--- src/rtl/fractal_sync_mp_rx.sv ---
// Multi-port rx stage of the fractal synchronization tree.
// Each port samples (optionally), classifies and queues propagate requests;
// a round-robin arbiter merges the port FIFOs into one valid/ready stream.

// Per-port lane: input sample stage, classifier, private FIFO, sticky overflow.
module fractal_sync_mp_rx_port #(
  parameter int         AGGR_W     = 4,
  parameter int         ID_W       = 2,
  parameter int         SRC_W      = 2,
  parameter int         FIFO_DEPTH = 2,
  parameter int         COMB_IN    = 0,
  parameter logic [1:0] TAG        = 2'b11,
  localparam int        CNT_W      = $clog2(FIFO_DEPTH+1)
) (
  input  logic              clk_i,
  input  logic              rst_ni,
  input  logic              i_sync,
  input  logic [AGGR_W-1:0] i_aggr,
  input  logic [ID_W-1:0]   i_id,
  input  logic [SRC_W-1:0]  i_src,
  input  logic              i_pop,
  input  logic              i_err_clr,
  output logic              o_local,
  output logic              o_root,
  output logic              o_empty,
  output logic              o_err,
  output logic [AGGR_W-2:0] o_head_aggr,
  output logic [ID_W-1:0]   o_head_id,
  output logic [SRC_W+1:0]  o_head_src,
  output logic [CNT_W-1:0]  o_cnt
);
  localparam int PTR_W = (FIFO_DEPTH > 1) ? $clog2(FIFO_DEPTH) : 1;

  typedef struct packed {
    logic [AGGR_W-2:0] aggr;
    logic [ID_W-1:0]   id;
    logic [SRC_W+1:0]  src;
  } entry_t;

  logic              w_sync;
  logic [AGGR_W-1:0] w_aggr;
  logic [ID_W-1:0]   w_id;
  logic [SRC_W-1:0]  w_src;

  if (COMB_IN != 0) begin : g_comb
    assign w_sync = i_sync;
    assign w_aggr = i_aggr;
    assign w_id   = i_id;
    assign w_src  = i_src;
  end else begin : g_reg
    logic              r_sync;
    logic [AGGR_W-1:0] r_aggr;
    logic [ID_W-1:0]   r_id;
    logic [SRC_W-1:0]  r_src;
    // Strobe sampled every cycle; payload only captured with a strobe.
    always_ff @(posedge clk_i or negedge rst_ni) begin
      if (!rst_ni) begin
        r_sync <= 1'b0;
        r_aggr <= '0;
        r_id   <= '0;
        r_src  <= '0;
      end else begin
        r_sync <= i_sync;
        if (i_sync) begin
          r_aggr <= i_aggr;
          r_id   <= i_id;
          r_src  <= i_src;
        end
      end
    end
    assign w_sync = r_sync;
    assign w_aggr = r_aggr;
    assign w_id   = r_id;
    assign w_src  = r_src;
  end

  entry_t                         w_new;
  entry_t [FIFO_DEPTH-1:0]        r_mem;
  logic   [PTR_W-1:0]             r_wr, r_rd;
  logic   [CNT_W-1:0]             r_cnt;
  logic                           w_prop, w_full, w_push, w_drop, w_pop;
  logic                           r_err;

  function automatic logic [PTR_W-1:0] f_inc(input logic [PTR_W-1:0] p);
    return (p == PTR_W'(FIFO_DEPTH-1)) ? '0 : p + 1'b1;
  endfunction

  assign o_local = w_sync & w_aggr[0];
  assign o_root  = w_sync & (w_aggr == AGGR_W'(1));
  assign w_prop  = w_sync & ~w_aggr[0];
  assign o_empty = (r_cnt == '0);
  assign w_full  = (r_cnt == CNT_W'(FIFO_DEPTH));
  assign w_pop   = i_pop & ~o_empty;
  // A full FIFO still takes the entry when its head leaves on the same edge.
  assign w_push  = w_prop & (~w_full | w_pop);
  assign w_drop  = w_prop & w_full & ~w_pop;
  assign w_new   = {w_aggr[AGGR_W-1:1], w_id, w_src, TAG};

  // Circular buffer; on push-while-full the write slot equals the slot being popped.
  always_ff @(posedge clk_i or negedge rst_ni) begin
    if (!rst_ni) begin
      r_mem <= '0;
      r_wr  <= '0;
      r_rd  <= '0;
      r_cnt <= '0;
    end else begin
      if (w_push) begin
        r_mem[r_wr] <= w_new;
        r_wr        <= f_inc(r_wr);
      end
      if (w_pop) r_rd <= f_inc(r_rd);
      case ({w_push, w_pop})
        2'b10:   r_cnt <= r_cnt + 1'b1;
        2'b01:   r_cnt <= r_cnt - 1'b1;
        default: r_cnt <= r_cnt;
      endcase
    end
  end

  // Sticky overflow flag; a drop in the same cycle as a clear keeps it set.
  always_ff @(posedge clk_i or negedge rst_ni) begin
    if (!rst_ni)        r_err <= 1'b0;
    else if (w_drop)    r_err <= 1'b1;
    else if (i_err_clr) r_err <= 1'b0;
  end

  assign o_err = r_err;
  assign {o_head_aggr, o_head_id, o_head_src} = r_mem[r_rd];
  assign o_cnt = r_cnt;
endmodule

// Top: lane array plus round-robin merge.
module fractal_sync_mp_rx #(
  parameter int  N_PORTS    = 2,
  parameter int  AGGR_W     = 4,
  parameter int  ID_W       = 2,
  parameter int  SRC_W      = 2,
  parameter int  FIFO_DEPTH = 2,
  parameter int  COMB_IN    = 0,
  parameter      SD_MASK    = {N_PORTS{2'b11}},
  localparam int PORT_W     = (N_PORTS > 1) ? $clog2(N_PORTS) : 1,
  localparam int FILL_W     = $clog2(N_PORTS*FIFO_DEPTH+1)
) (
  input  logic                      clk_i,
  input  logic                      rst_ni,
  input  logic [N_PORTS-1:0]        req_sync_i,
  input  logic [N_PORTS*AGGR_W-1:0] req_aggr_i,
  input  logic [N_PORTS*ID_W-1:0]   req_id_i,
  input  logic [N_PORTS*SRC_W-1:0]  req_src_i,
  output logic [N_PORTS-1:0]        local_o,
  output logic [N_PORTS-1:0]        root_o,
  output logic [N_PORTS-1:0]        error_overflow_o,
  input  logic                      err_clr_i,
  output logic                      valid_o,
  input  logic                      ready_i,
  output logic [AGGR_W-2:0]         req_aggr_o,
  output logic [ID_W-1:0]           req_id_o,
  output logic [SRC_W+1:0]          req_src_o,
  output logic [PORT_W-1:0]         req_port_o,
  output logic [FILL_W-1:0]         fill_o
);
  localparam int CNT_W = $clog2(FIFO_DEPTH+1);

  if (FIFO_DEPTH < 1)              begin : g_chk_depth $error("FIFO_DEPTH must be >= 1"); end
  if (AGGR_W < 2)                  begin : g_chk_aggr  $error("AGGR_W must be >= 2"); end
  if (N_PORTS < 1)                 begin : g_chk_ports $error("N_PORTS must be >= 1"); end
  if ($bits(SD_MASK) != 2*N_PORTS) begin : g_chk_mask  $error("SD_MASK must be 2*N_PORTS bits"); end

  logic [N_PORTS-1:0]             w_empty, w_pop;
  logic [N_PORTS-1:0][AGGR_W-2:0] w_h_aggr;
  logic [N_PORTS-1:0][ID_W-1:0]   w_h_id;
  logic [N_PORTS-1:0][SRC_W+1:0]  w_h_src;
  logic [N_PORTS-1:0][CNT_W-1:0]  w_cnt;
  logic [PORT_W-1:0]              r_ptr, r_lgrant, w_rr, w_grant;
  logic                           r_locked, w_valid, w_hs;
  logic [FILL_W-1:0]              w_fill;

  for (genvar p = 0; p < N_PORTS; p++) begin : g_port
    fractal_sync_mp_rx_port #(
      .AGGR_W(AGGR_W), .ID_W(ID_W), .SRC_W(SRC_W), .FIFO_DEPTH(FIFO_DEPTH),
      .COMB_IN(COMB_IN), .TAG(SD_MASK[2*p +: 2])
    ) u_port (
      .clk_i       (clk_i),
      .rst_ni      (rst_ni),
      .i_sync      (req_sync_i[p]),
      .i_aggr      (req_aggr_i[p*AGGR_W +: AGGR_W]),
      .i_id        (req_id_i[p*ID_W +: ID_W]),
      .i_src       (req_src_i[p*SRC_W +: SRC_W]),
      .i_pop       (w_pop[p]),
      .i_err_clr   (err_clr_i),
      .o_local     (local_o[p]),
      .o_root      (root_o[p]),
      .o_empty     (w_empty[p]),
      .o_err       (error_overflow_o[p]),
      .o_head_aggr (w_h_aggr[p]),
      .o_head_id   (w_h_id[p]),
      .o_head_src  (w_h_src[p]),
      .o_cnt       (w_cnt[p])
    );
    assign w_pop[p] = w_hs & (w_grant == PORT_W'(p));
  end

  // First non-empty port at or after the pointer; scanning from the far end
  // lets the nearest one win.
  always_comb begin
    w_rr = r_ptr;
    for (int i = N_PORTS-1; i >= 0; i--) begin
      logic [PORT_W:0] v_sum;
      v_sum = {1'b0, r_ptr} + (PORT_W+1)'(i);
      if (v_sum >= (PORT_W+1)'(N_PORTS)) v_sum = v_sum - (PORT_W+1)'(N_PORTS);
      if (!w_empty[v_sum[PORT_W-1:0]]) w_rr = v_sum[PORT_W-1:0];
    end
  end

  // A stalled grant is frozen so a port filling up later cannot preempt it.
  assign w_grant = r_locked ? r_lgrant : w_rr;
  assign w_valid = ~&w_empty;
  assign w_hs    = w_valid & ready_i;

  // Pointer advances past the served port; lock tracks a presented, unaccepted grant.
  always_ff @(posedge clk_i or negedge rst_ni) begin
    if (!rst_ni) begin
      r_ptr    <= '0;
      r_lgrant <= '0;
      r_locked <= 1'b0;
    end else begin
      r_locked <= w_valid & ~ready_i;
      r_lgrant <= w_grant;
      if (w_hs) r_ptr <= (w_grant == PORT_W'(N_PORTS-1)) ? '0 : w_grant + 1'b1;
    end
  end

  // Total occupancy across all lanes.
  always_comb begin
    w_fill = '0;
    for (int p = 0; p < N_PORTS; p++) w_fill = w_fill + FILL_W'(w_cnt[p]);
  end

  assign valid_o    = w_valid;
  assign req_aggr_o = w_valid ? w_h_aggr[w_grant] : '0;
  assign req_id_o   = w_valid ? w_h_id[w_grant]   : '0;
  assign req_src_o  = w_valid ? w_h_src[w_grant]  : '0;
  assign req_port_o = w_valid ? w_grant           : '0;
  assign fill_o     = w_fill;
endmodule
--- config.mk ---
export PLATFORM = sky130hd
export DESIGN_NAME = fractal_sync_mp_rx
export DESIGN_NICKNAME = d
export VERILOG_FILES = /design/src/rtl/fractal_sync_mp_rx.sv
export SDC_FILE = /design/constraint.sdc
export NUM_CORES = 1
export LEC_CHECK = 0
export ABC_AREA = 0
export ABC_CLOCK_PERIOD_IN_PS = 2500
export BUFFER_PORTS_ARGS = -buffer_cell sky130_fd_sc_hd__buf_2
export CORE_ASPECT_RATIO = 0.75
export CORE_MARGIN = 2
export CORE_UTILIZATION = 55
export CTS_CLUSTER_DIAMETER = 120
export DETAILED_ROUTE_END_ITERATION = 10
export GPL_TIMING_DRIVEN = 0
export PLACE_DENSITY = 0.74
export RECOVER_POWER = 100
export SLEW_MARGIN = 20
export SYNTH_ARGS = -nofsm -noshare
export SYNTH_HDL_FRONTEND = slang
export SYNTH_SLANG_ARGS = --single-unit
--- constraint.sdc ---
create_clock -name clk_i -period 2.5 [get_ports clk_i]
set_input_delay 0.25 -clock clk_i [delete_from_list [all_inputs] [get_ports clk_i]]
set_output_delay 0.25 -clock clk_i [all_outputs]
set_load 0.005 [all_outputs]
==> flow_summary.toml <==
[sta]
setup_viol = 0
slew_headroom_pct = -2.64
holdWs_ps = 28.1
timing_worst_slew_pin_value_ps = 1540
highest_clock_frequency_the_design_can_meet_mhz = 413
rsz0062_at_grt = "true"
period_share_pct = 96.8
layout_min_cycle_time_ps = 2420
timing.final.hold_violations = 0
final.setup_skew_ps = 9.54
count_of_final_max_slew_check_failures = 64
tns_ps = 0

[critical_path]
slowest_stage = "sky130_fd_sc_hd__dfrtp_1"
required_ps = 2250
cp_data_arrival_time_ps = 2170
startpoint_of_the_lowest_slack_register_to_register_path = "g_port[0].u_port.o_cnt[0]$_DFFE_PN0P_"
critical_path_buf_inv_count = 5
worstSetupStartpoint = "g_port[0].u_port.o_cnt[0]$_DFFE_PN0P_"
cell_repeated_most_along_the_worst_path = "sky130_fd_sc_hd__buf_4"
critical_path_start_type = "register"
path_class = "register to output pin"
timing.critical_path.max_delay_family = "buffers and inverters"
timing.critical_path.cells = "buf_6 > nor3b_1 > a211o_1 > buf_4 > nand2_1 > inv_2 > a211oi_2 > buf_4 > buf_2"
slowest_delay_ps = 400
critical_path.max_fanout = 10
rrSetupSlack_ps = 200
crit_path_end_kind = "output pin"

[cells_and_area]
layout_commonest_cell = "sky130_fd_sc_hd__dfrtp_1"
ratio_of_cells_with_drive_above_1_in_the_final_layout_pct = 45.1
final.fill_count = 436
nets = 305
flow.area_growth_from_synthesis_pct = 18.6
most-common-layout-cells = "60 x sky130_fd_sc_hd__dfrtp_1, 44 x sky130_fd_sc_hd__mux2_2, 40 x sky130_fd_sc_hd__buf_2"
diodes = 0

[pwr]
power_mw = 4.42
powerDensity_mw_per_mm2 = 1250
p_leak_nw = 1.52
worst_ir_drop_vdd_v = 0.000698

[die]
floorplan.initialDensity_pct = 56.2
row_count = 23
boundaryPins = 42
die_area_mm2 = 0.00603
die_h_um = 67.7
core_area_mm2 = 0.00530
die-width_um = 89.0

[yosys]
yosys.cell_types.count = 42
synth_seq_cells = 63
synth_flop_cell = "sky130_fd_sc_hd__dfrtp_1"
synthCells = 224
postSynth.asyncResetShare_pct = 100
postSynthAreaPerCell_um2 = 13.3
synth.yosys.warnings = 0
synth_nets = 250
synth_edf_count = 0
total_standard_cell_area_after_synthesis_mm2 = 0.00298
synth_seq_area_share_pct = 52.9

[global_route]
grt_usage_pct = 20.4
grt_pass1_vias = 1901
antenna_violations_before_repair = 0
largest_net_degree_at_the_start_of_global_routing = 64
grt_pass1_wl_mm = 9.02
global_route.overflow_total = 0

[routing]
viasPerCell = 5.26
drt_pass1_iterations = 4
first_iter_violations = 81
ant_nets = 0
postRouteWirelength_mm = 5.47
routed_via_count = 1889
detail_route.wl_per_cell_um = 15.2
remaining_drc_errors = 0

[cts]
numCtsBuffers = 9
worstSkewPairLatency_ps = 330
cts_tree = "done"
cts_root_buf = "sky130_fd_sc_hd__clkbuf_8"
clock_path_buffers = 2
cts-hold-fix-buffers = 0
h-tree-depth = 3
clock_sinks = 63
clkSlewWorstSetupHoldPaths_ps = 70

[min_path]
timing.hold.worst.class = "input port to register"
holdCritStartpoint = "req_sync_i[0]"

[place]
place_congestion = 0.755
detailed_place_hpwl_mm = 3.76
io_buffers = 41

[flow_run]
cap_violations = 1

[run_status]
run_status = "complete, but fails checks"
failed_checks = "max-capacitance violations, max-slew violations"
-- worst register-to-register path, cell delays in order, from the launching register on --
cell                       delay (ps)
sky130_fd_sc_hd__dfrtp_1          400
sky130_fd_sc_hd__buf_6            150
sky130_fd_sc_hd__nor3b_1          300
sky130_fd_sc_hd__a211oi_2         130
sky130_fd_sc_hd__o41ai_1          560
sky130_fd_sc_hd__inv_1             90
sky130_fd_sc_hd__ha_1             320
sky130_fd_sc_hd__nor2_1           140
sky130_fd_sc_hd__xor2_1           150
-- cell type report --
cell class	count	area (µm²)	area share, %
Multi-Input combinational cell	138	1290	36.4
Sequential cell	63	1580	44.7
Clock inverter	3	65.1	1.84
Buffer	15	95.1	2.69
Clock buffer	13	159	4.50
Inverter	8	30.0	0.850
Timing Repair Buffer	44	223	6.31
Tap cell	75	93.8	2.66
-- state kept, by name, indices dropped and copies added (netlist names) --
name                        count
r_locked                        1
g_port.u_port.r_mem            32
g_port.u_port.r_rd              2
g_port.u_port.g_reg.r_id        4
g_port.u_port.o_cnt             4
g_port.u_port.r_wr              2
g_port.u_port.g_reg.r_aggr      8
g_port.u_port.g_reg.r_sync      2
g_port.u_port.o_err             2
r_lgrant                        1
g_port.u_port.g_reg.r_src       4
r_ptr                           1
-- cells in the mapped netlist, types with 2 or more instances --
master	n	area [µm²]
sky130_fd_sc_hd__nand2b_1	5	31.3
sky130_fd_sc_hd__nand2_1	4	15.0
sky130_fd_sc_hd__nor2_1	4	15.0
sky130_fd_sc_hd__o21ai_0	2	10.0
sky130_fd_sc_hd__xnor2_1	5	43.8
sky130_fd_sc_hd__a21oi_1	2	10.0
sky130_fd_sc_hd__a221oi_1	8	70.1
sky130_fd_sc_hd__nor4b_1	2	17.5
sky130_fd_sc_hd__mux2i_1	8	80.1
sky130_fd_sc_hd__or2_2	3	18.8
sky130_fd_sc_hd__buf_4	8	60.1
sky130_fd_sc_hd__clkbuf_1	4	15.0
sky130_fd_sc_hd__dfrtp_1	63	1580
sky130_fd_sc_hd__xor2_1	5	43.8
sky130_fd_sc_hd__a211oi_2	3	37.5
sky130_fd_sc_hd__a211oi_1	8	60.1
sky130_fd_sc_hd__nor3_1	2	10.0
sky130_fd_sc_hd__nand3_1	2	10.0
sky130_fd_sc_hd__inv_1	7	26.3
sky130_fd_sc_hd__mux2_2	44	495
sky130_fd_sc_hd__ha_1	3	37.5
sky130_fd_sc_hd__nor2b_1	11	68.8
sky130_fd_sc_hd__and2_1	2	12.5
-- power by group --
group | switching, mW | internal, mW
sequential | 0.252 | 1.39
combinational | 0.872 | 0.931
clock | 0.365 | 0.615
total | 1.49 | 2.93
-- per-stage QoR --
| stage | cells | area (µm²) | util (%) | worst slack, ps |
|---|---|---|---|---|
| 2_1_floorplan | 224 | 2980 | - | 380 |
| 3_3_place_gp | 340 | 3280 | 61.9 | 130 |
| 3_5_place_dp | 340 | 3280 | 61.9 | 101 |
| 4_1_cts | 359 | 3530 | 66.8 | 43.3 |
| 5_1_grt | 359 | 3530 | 66.7 | -42.9 |
| 6_report | 359 | 3530 | 66.7 | 79.1 |
-- cell families after synthesis --
logic type | Yosys count | synth area share, %
AO/OA/AOI/OAI | 33 | 10.7
flip-flops | 63 | 52.9
XOR/XNOR | 10 | 2.94
buffers and inverters | 23 | 4.20
adder cells (fa/ha/maj) | 4 | 1.93
AND/OR/NAND/NOR | 39 | 7.94
multiplexers | 52 | 19.3
-- per-layer routing --
layer / vias to the layer above / share of wire, % / global-route usage (%)
met5: - / 0 / 0
met4: 0 / 0.99 / 6.72
met3: 8 / 4.0 / 7.58
met2: 33 / 47 / 32.3
met1: 933 / 48 / 26.3
li1: 915 / - / -
-- timing repair --
action,in CTS,in global routing
gates resized for setup,4,1
setup buffers,3,0
setup endpoints to repair,9,3
pin swaps,2,1
-- final timing paths --
kind | to | cells past startpoint
hold reg to reg | g_port[0].u_port.r_mem[1]$_DFFE_PN0P_ | 1
setup / recovery | req_src_o[1] | 9
setup reg to reg | g_port[1].u_port.o_cnt[1]$_DFFE_PN0P_ | 8
max in group asynchronous | g_port[0].u_port.o_cnt[1]$_DFFE_PN0P_ | 1
min in group asynchronous | g_port[1].u_port.g_reg.r_sync$_DFF_PN0_ | 1
hold / removal | g_port[0].u_port.g_reg.r_sync$_DFF_PN0_ | 1
(Power assumes the default switching activity.)
